## src/rtl/pipeline_hazard_ctrl_pkg.sv

```systemverilog
// Shared opcode, PC-select and state encodings for the pipeline sequencing logic.
package pipeline_hazard_ctrl_pkg;

    localparam logic [5:0] OP_RTYPE = 6'b000000;
    localparam logic [5:0] OP_J     = 6'b000010;
    localparam logic [5:0] OP_BEQ   = 6'b000100;
    localparam logic [5:0] OP_LW    = 6'b100011;
    localparam logic [5:0] OP_SW    = 6'b101011;

    localparam logic [1:0] PC_SEL_SEQ    = 2'b00;
    localparam logic [1:0] PC_SEL_BRANCH = 2'b01;
    localparam logic [1:0] PC_SEL_JUMP   = 2'b10;

    typedef enum logic [1:0] {
        ST_HOLD  = 2'b00,
        ST_RUN   = 2'b01,
        ST_STALL = 2'b10
    } state_e;

    // Opcodes whose rt field is a source operand (not a destination).
    function automatic logic reads_rt(input logic [5:0] op);
        return (op == OP_RTYPE) || (op == OP_BEQ) || (op == OP_SW);
    endfunction

endpackage

```

## src/rtl/pipeline_hazard_ctrl_sat_counter.sv

```systemverilog
// Up-counter that sticks at all-ones; async active-low clear.
module sat_counter #(
    parameter int W = 16
) (
    input  logic         clk,
    input  logic         clr_n,
    input  logic         inc,
    output logic [W-1:0] count
);

    always_ff @(posedge clk or negedge clr_n) begin
        if (!clr_n)
            count <= '0;
        else if (inc && (count != {W{1'b1}}))
            count <= count + W'(1);
    end

endmodule

```

## src/rtl/pipeline_hazard_ctrl.sv

```systemverilog
// Front-end sequencing: post-reset hold, step-4 redirects, step-2/3 load-use stalls,
// plus saturating debug counters for redirects and stall cycles.
module pipeline_hazard_ctrl
    import pipeline_hazard_ctrl_pkg::*;
#(
    parameter int RESET_HOLD = 2,
    parameter int CNT_W      = 16
) (
    input  logic             clk,
    input  logic             rst,
    input  logic [5:0]       opcode_step_2,
    input  logic [4:0]       rs_step_2,
    input  logic [4:0]       rt_step_2,
    input  logic [5:0]       opcode_step_3,
    input  logic [4:0]       rt_step_3,
    input  logic [5:0]       opcode_step_4,
    input  logic             is_alu_zero_step_4,
    output logic [1:0]       control_mux_for_PC,
    output logic             pc_en,
    output logic             step_1_en,
    output logic             flush_step_1,
    output logic             flush_step_2,
    output logic             flush_step_3,
    output logic [CNT_W-1:0] redirect_count,
    output logic [CNT_W-1:0] stall_count
);

    localparam logic [3:0] HOLD_LAST = 4'(RESET_HOLD - 1);

    state_e     state, state_nxt;
    logic [3:0] hold_cnt;
    logic       redirect, load_use;
    logic       redirect_inc, stall_inc;

    assign redirect = ((opcode_step_4 == OP_BEQ) && is_alu_zero_step_4) || (opcode_step_4 == OP_J);
    assign load_use = (opcode_step_3 == OP_LW) && (rt_step_3 != 5'd0) &&
                      ((rt_step_3 == rs_step_2) || ((rt_step_3 == rt_step_2) && reads_rt(opcode_step_2)));

    always_ff @(posedge clk or negedge rst) begin
        if (!rst) begin
            state    <= ST_HOLD;
            hold_cnt <= 4'd0;
        end else begin
            state <= state_nxt;
            if (state == ST_HOLD && hold_cnt != HOLD_LAST)
                hold_cnt <= hold_cnt + 4'd1;
        end
    end

    always_comb begin
        state_nxt          = ST_HOLD;
        control_mux_for_PC = PC_SEL_SEQ;
        pc_en              = 1'b0;
        step_1_en          = 1'b0;
        flush_step_1       = 1'b1;
        flush_step_2       = 1'b1;
        flush_step_3       = 1'b1;
        redirect_inc       = 1'b0;
        stall_inc          = 1'b0;
        case (state)
            ST_HOLD: begin
                state_nxt = (hold_cnt == HOLD_LAST) ? ST_RUN : ST_HOLD;
            end
            ST_RUN, ST_STALL: begin
                state_nxt    = ST_RUN;
                pc_en        = 1'b1;
                step_1_en    = 1'b1;
                flush_step_1 = 1'b0;
                flush_step_2 = 1'b0;
                flush_step_3 = 1'b0;
                if (redirect) begin
                    control_mux_for_PC = (opcode_step_4 == OP_J) ? PC_SEL_JUMP : PC_SEL_BRANCH;
                    flush_step_1       = 1'b1;
                    flush_step_2       = 1'b1;
                    flush_step_3       = 1'b1;
                    redirect_inc       = 1'b1;
                end else if (load_use && state == ST_RUN) begin
                    // Only from RUN, so a stall never repeats back-to-back.
                    state_nxt    = ST_STALL;
                    pc_en        = 1'b0;
                    step_1_en    = 1'b0;
                    flush_step_3 = 1'b1;
                    stall_inc    = 1'b1;
                end
            end
            default: state_nxt = ST_HOLD;
        endcase
    end

    sat_counter #(.W(CNT_W)) u_redirect_cnt (
        .clk   (clk),
        .clr_n (rst),
        .inc   (redirect_inc),
        .count (redirect_count)
    );

    sat_counter #(.W(CNT_W)) u_stall_cnt (
        .clk   (clk),
        .clr_n (rst),
        .inc   (stall_inc),
        .count (stall_count)
    );

endmodule

```

## config.mk

```make
export PLATFORM = sky130hd
export DESIGN_NAME = pipeline_hazard_ctrl
export DESIGN_NICKNAME = d
export VERILOG_FILES = /design/src/rtl/pipeline_hazard_ctrl_pkg.sv /design/src/rtl/pipeline_hazard_ctrl_sat_counter.sv /design/src/rtl/pipeline_hazard_ctrl.sv
export SDC_FILE = /design/constraint.sdc
export NUM_CORES = 1
export LEC_CHECK = 0
export BUFFER_PORTS_ARGS = -buffer_cell sky130_fd_sc_hd__buf_2
export CORE_ASPECT_RATIO = 0.7
export CORE_MARGIN = 4
export CORE_UTILIZATION = 50
export DETAILED_ROUTE_END_ITERATION = 12
export HOLD_SLACK_MARGIN = 0.1
export PLACE_DENSITY_LB_ADDON = 0.12
export SYNTH_ARGS = -nofsm -noshare
export SYNTH_HDL_FRONTEND = slang
export SYNTH_SLANG_ARGS = --single-unit
```

## constraint.sdc

```tcl
create_clock -name clk -period 2.8 [get_ports clk]
set_input_delay 0 -clock clk [delete_from_list [all_inputs] [get_ports clk]]
set_output_delay 0 -clock clk [all_outputs]
set_load 0.01 [all_outputs]
```

# [Yosys cells after proc, flatten, opt, wreduce, memory -nomap -nowiden]
# Cells that the tools add are included.
[totals] output_inout_bits=39 n_memories=0 latchBits=0 regBits=38 ramBits=0 inputBits=36 romBits=0 word_cells=54
[classes] add_sub_neg=3 bitwise_logic=0 n_eq_ne=13 muxes=18 n_lt_le_gt_ge=0 n_mul=0 n_shift=0 div_mod_pow=0 n_reduce_logical=16
[ops] op="$add 16x1->16 const B" count=2
[ops] op="$ne 16x16->1 const B" count=2
[ops] op="$eq 6x3->1 const B" count=2
[ops] op="$eq 6x6->1 const B" count=2
[ops] op="$mux 1" count=12
[ops] op="$eq 5x5->1" count=2
[ops] op="$mux 2" count=5
[ops] op="$logic_and 1x1->1" count=8
[ops] op="$eq 6x2->1 const B" count=1
[ops] op="$logic_not 6->1" count=1
[ops] op="$reduce_bool 5->1" count=1
[ops] op="$add 4x1->4 const B" count=1
[ops] op="$eq 4x1->1 const B" count=1
[ops] op="$logic_or 1x1->1" count=4
[ops] op="$ne 4x1->1 const B" count=1
[ops] op="$pmux 2 s2" count=1
[ops] op="$eq 2x1->1 const B" count=1
[ops] op="$eq 2x2->1 const B" count=1
[ops] op="$logic_not 2->1" count=1
[ops] op="$reduce_or 2->1" count=1

# [Depth between registers and ports, before layout]
[depth] word_depth=11 ltp_mapped=10 ltp_nobuf=8

# [Cells and area by module]
# A second synthesis with hierarchy kept.
[unflattened] cells_unflattened=212 area_unflattened_um2=2280.9
[by_module_without_submodules] module="sat_counter" seq_area_each_um2=400.4 instances=2 area_per_inst_um2=859.6 cells_each=72
[by_module_without_submodules] module="pipeline_hazard_ctrl" seq_area_each_um2=150.1 instances=1 area_per_inst_um2=561.8 cells_each=68

# [Worst setup path before layout]
# OpenSTA, ideal clock, no wires.
[synth_path] kind="flip-flop to flip-flop" start="reg state[1]" end="reg u_stall_cnt.count[1]" required_ps=2675 synth_period_minus_slack_ps=2088 path_slack_ps=712 stages_incl_launch_ff=9 n_path_buf=0 t_arrival_ps=1963 setup_ps=125 path_cell_list="dfrtp_1 inv_1 ha_1 and4b_1 o211ai_2 nor4b_2 a31oi_4 nor3_2 mux2_4"
[synth_between] elab_chain_cells=6 word_cells_on_any_way=8 classes_between="eq/ne: 2; mux: 3; reduce/logical: 3"
[synth_rtl] item="from (decl)" line_no="pipeline_hazard_ctrl.sv:30" rtl="state_e state, state_nxt;"
[synth_rtl] item="from (signal assigned)" line_no="pipeline_hazard_ctrl.sv:44" rtl="state <= state_nxt;"
[synth_rtl] item="$eq 2x1->1" line_no="pipeline_hazard_ctrl.sv:60, pipeline_hazard_ctrl.sv:77"
[synth_rtl] item="$logic_and 1x1->1" line_no="pipeline_hazard_ctrl.sv:77" rtl="end else if (load_use && state == ST_RUN) begin"
[synth_rtl] item="$mux 1" line_no="pipeline_hazard_ctrl.sv:77"
[synth_rtl] item="$mux 1" line_no="pipeline_hazard_ctrl.sv:71" rtl="if (redirect) begin"
[synth_rtl] item="$mux 1 (*)" line_no="pipeline_hazard_ctrl.sv:60" rtl="case (state)"
[synth_rtl] item="$logic_and 1x1->1 (*)" line_no="pipeline_hazard_ctrl_sat_counter.sv:14" rtl="else if (inc && (count != {W{1'b1}}))"
[synth_rtl] item="to (signal assigned)" line_no="pipeline_hazard_ctrl_sat_counter.sv:15" rtl="count <= count + W'(1);"
[synth_rtl] item="to (decl)" line_no="pipeline_hazard_ctrl_sat_counter.sv:8" rtl="output logic [W-1:0] count"
# Every way passes the cells marked *; elsewhere a longest branch is shown, timed or not.
# A chain may end at the register's enable or synchronous reset.

# [Worst setup path after layout]
# Same ends and word-level chain as after synthesis.

==> metrics.txt <==
outcome completed; Vias 1821; R2R Setup Slk between 0.4 and 0.5 ns; row cnt 19; WS Path Type reg -> reg; worst path arrival time ~2.6 ns; clk_skew roughly 0.0085 ns; via-per-instance ratio 5.32; post-DP HPWL between 3000 and 4000 um; Placed Area around 2500 um^2; Yosys top cell area share 0.445; Crit. End Element flip-flop; initial antenna violation count 0; Cell Area, Synth approximately 2100 um^2; Post-synth ARST share 1.00; Leakage Power around 1.4 nW; CTS Buf Count 5; max_cap viols 0; mean post-synth cell area 10.2 um^2; Setup crit start kind flip-flop; area of the multi-input gates between 1000 and 1500 um^2; worst-path maximum fanout 17; Total Wirelength between 5000 and 6000 um; setup bufs post-CTS 0; Final TNS setup 0 ns; GP Congestion 0.783; post-synthesis cell type count 37; Synth area leader dfrtp_1; H-Tree Depth 2; core footprint about 4000 um^2; Port Buffers 74; PostCTS Resize Cnt 0; most frequent cells in the layout 74 x buf_2, 38 x dfrtp_1, 27 x xor2_1; #FFs+latches synth 38; final net count roughly 330; Worst Path Required 2.97 ns; Ant. Diodes 0; Setup-failing EPs final 0; peak supply drop between 0.0003 and 0.0004 V; period utilization 0.849; Detail Route Antenna Nets 0; Mapped Cells 209; GR Overflow Total 0; FF+latch area about 950 um^2; sequential fraction of the synthesis area 0.445; Tot GR Track Use 0.197; Ys Warns 0; clk slew on worst S/H paths roughly 0.08 ns; HP Class in -> reg; actual slew at the worst max-slew pin roughly 0.86 ns; most common cell after layout, fill and taps aside buf_2; largest net degree at the start of global routing 39; Post-Syn Nets 252; design area roughly 2700 um^2; endpoints failing hold 0; layout cells sized above 1 0.321; vias in the first global route about 1800; Main synth FF type dfrtp_1; slew margin rel. 0.429; fin crit period about 2.4 ns; die area approximately 5400 um^2; number of synthesized flops with an enable pin 0; highest clock rate ~420 MHz; CTS tree yes; Fillers 340; WL/cell approximately 15 um; Residual DRC 0; global-route wire length before repair ~8500 um; drt first pass iters 4; Top Ports 75; unrepaired setup endpoints after global routing no; Post-CTS Hold Buffers 3; initial DRC count a little over 80; CTS sink count 38; Final Slew Violations 0; Skew-Pair Late Insertion Delay slightly below 0.3 ns; Pwr Density between 400 and 500 nW/um^2; P&R area growth vs syn 24.4%; DIE HEIGHT about 63 um; Clock Path Buffers 2; Die W roughly 86 um; root buffer cell clkbuf_8; Initial Util 0.532; Synth area leaders dfrtp_1 44%, xor2_1 11%, xnor2_1 5.7%
power breakdown:
part           switching [mW]  internal [mW]  total, mW
logic                   0.104         0.0893      0.193
clock network           0.190          0.167      0.357
registers              0.0381          0.580      0.618
cell families (layout without fill, tap and decap cells):
| logic type | count (synthesis) | in the layout | share of synthesized area |
|---|---|---|---|
| buffers and inverters | 10 | 91 | 0.0246 |
| multiplexers | 2 | 2 | 0.0123 |
| flip-flops | 38 | 38 | 0.445 |
| AND/OR/NAND/NOR | 98 | 98 | 0.255 |
| XOR/XNOR | 41 | 41 | 0.168 |
| adder cells (fa/ha/maj) | 7 | 7 | 0.0410 |
| AO/OA/AOI/OAI | 13 | 13 | 0.0544 |
through the flow:
step / std cells / setup slack, ns / power (mW) / util / hold WS (ns)
finish: 342 / 0.423 / 1.17 / 0.662 / 0.187
detailed placement: 332 / 0.428 / 0.820 / 0.635 / 0.150
global placement: 332 / 0.514 / 0.813 / 0.635 / 0.149
CTS: 342 / 0.406 / 1.18 / 0.662 / 0.181
global route: 342 / 0.262 / 1.23 / 0.662 / 0.214
floorplan: 209 / 0.712 / 0.731 / - / -0.296
Yosys cell counts (4+ instances only):
master and number:
inv_1 6, xor2_1 27, ha_1 7, xnor2_1 14, nor4_1 4, nand3_1 12
dfrtp_1 38, and2_1 6, nor3_1 5, nand2_1 19, nor3b_1 4, nand4_1 13
nor2_1 19
flip-flops by register name (all words and copies together), names as in the netlist:
signal	cells
u_redirect_cnt.count	16
u_stall_cnt.count	16
hold_cnt	4
state	2
area by class of cell:
class	instances	area share
multi-input combinational	161	0.426
sequential	38	0.358
timing repair buffer	78	0.153
clock buffer	5	0.0259
tap	52	0.0245
inverter	6	0.00847
clock inverter	2	0.00376
final timing paths:
path,start,end,depth (start not counted)
max,state[1],u_stall_cnt.count[1],8
min in group asynchronous,rst,state[0],2
min reg2reg,u_redirect_cnt.count[6],u_redirect_cnt.count[6],1
min,opcode_step_4[4],u_redirect_cnt.count[0],5
max reg2reg,state[1],u_stall_cnt.count[1],8
max in group asynchronous,rst,u_redirect_cnt.count[4],2
worst max-delay path, cell delays in order, from the launching register on:
cell and delay, ns:
dfrtp_1 0.39, inv_1 0.08, ha_1 0.14, and4b_1 0.22, o211ai_2 0.12, nor4b_2 0.41
a31oi_4 0.26, nor3_2 0.33, mux2_4 0.32
routing by layer:
| layer | global-route usage | vias to the layer above | wire length (um) |
|---|---|---|---|
| li1 | - | 893 | - |
| met3 | 0.0435 | 7 | 264 |
| met5 | 0 | - | 0 |
| met4 | 0.0613 | 0 | 57 |
| met2 | 0.300 | 43 | 2300 |
| met1 | 0.278 | 878 | 2410 |
Power figures use the tool's default switching activity.
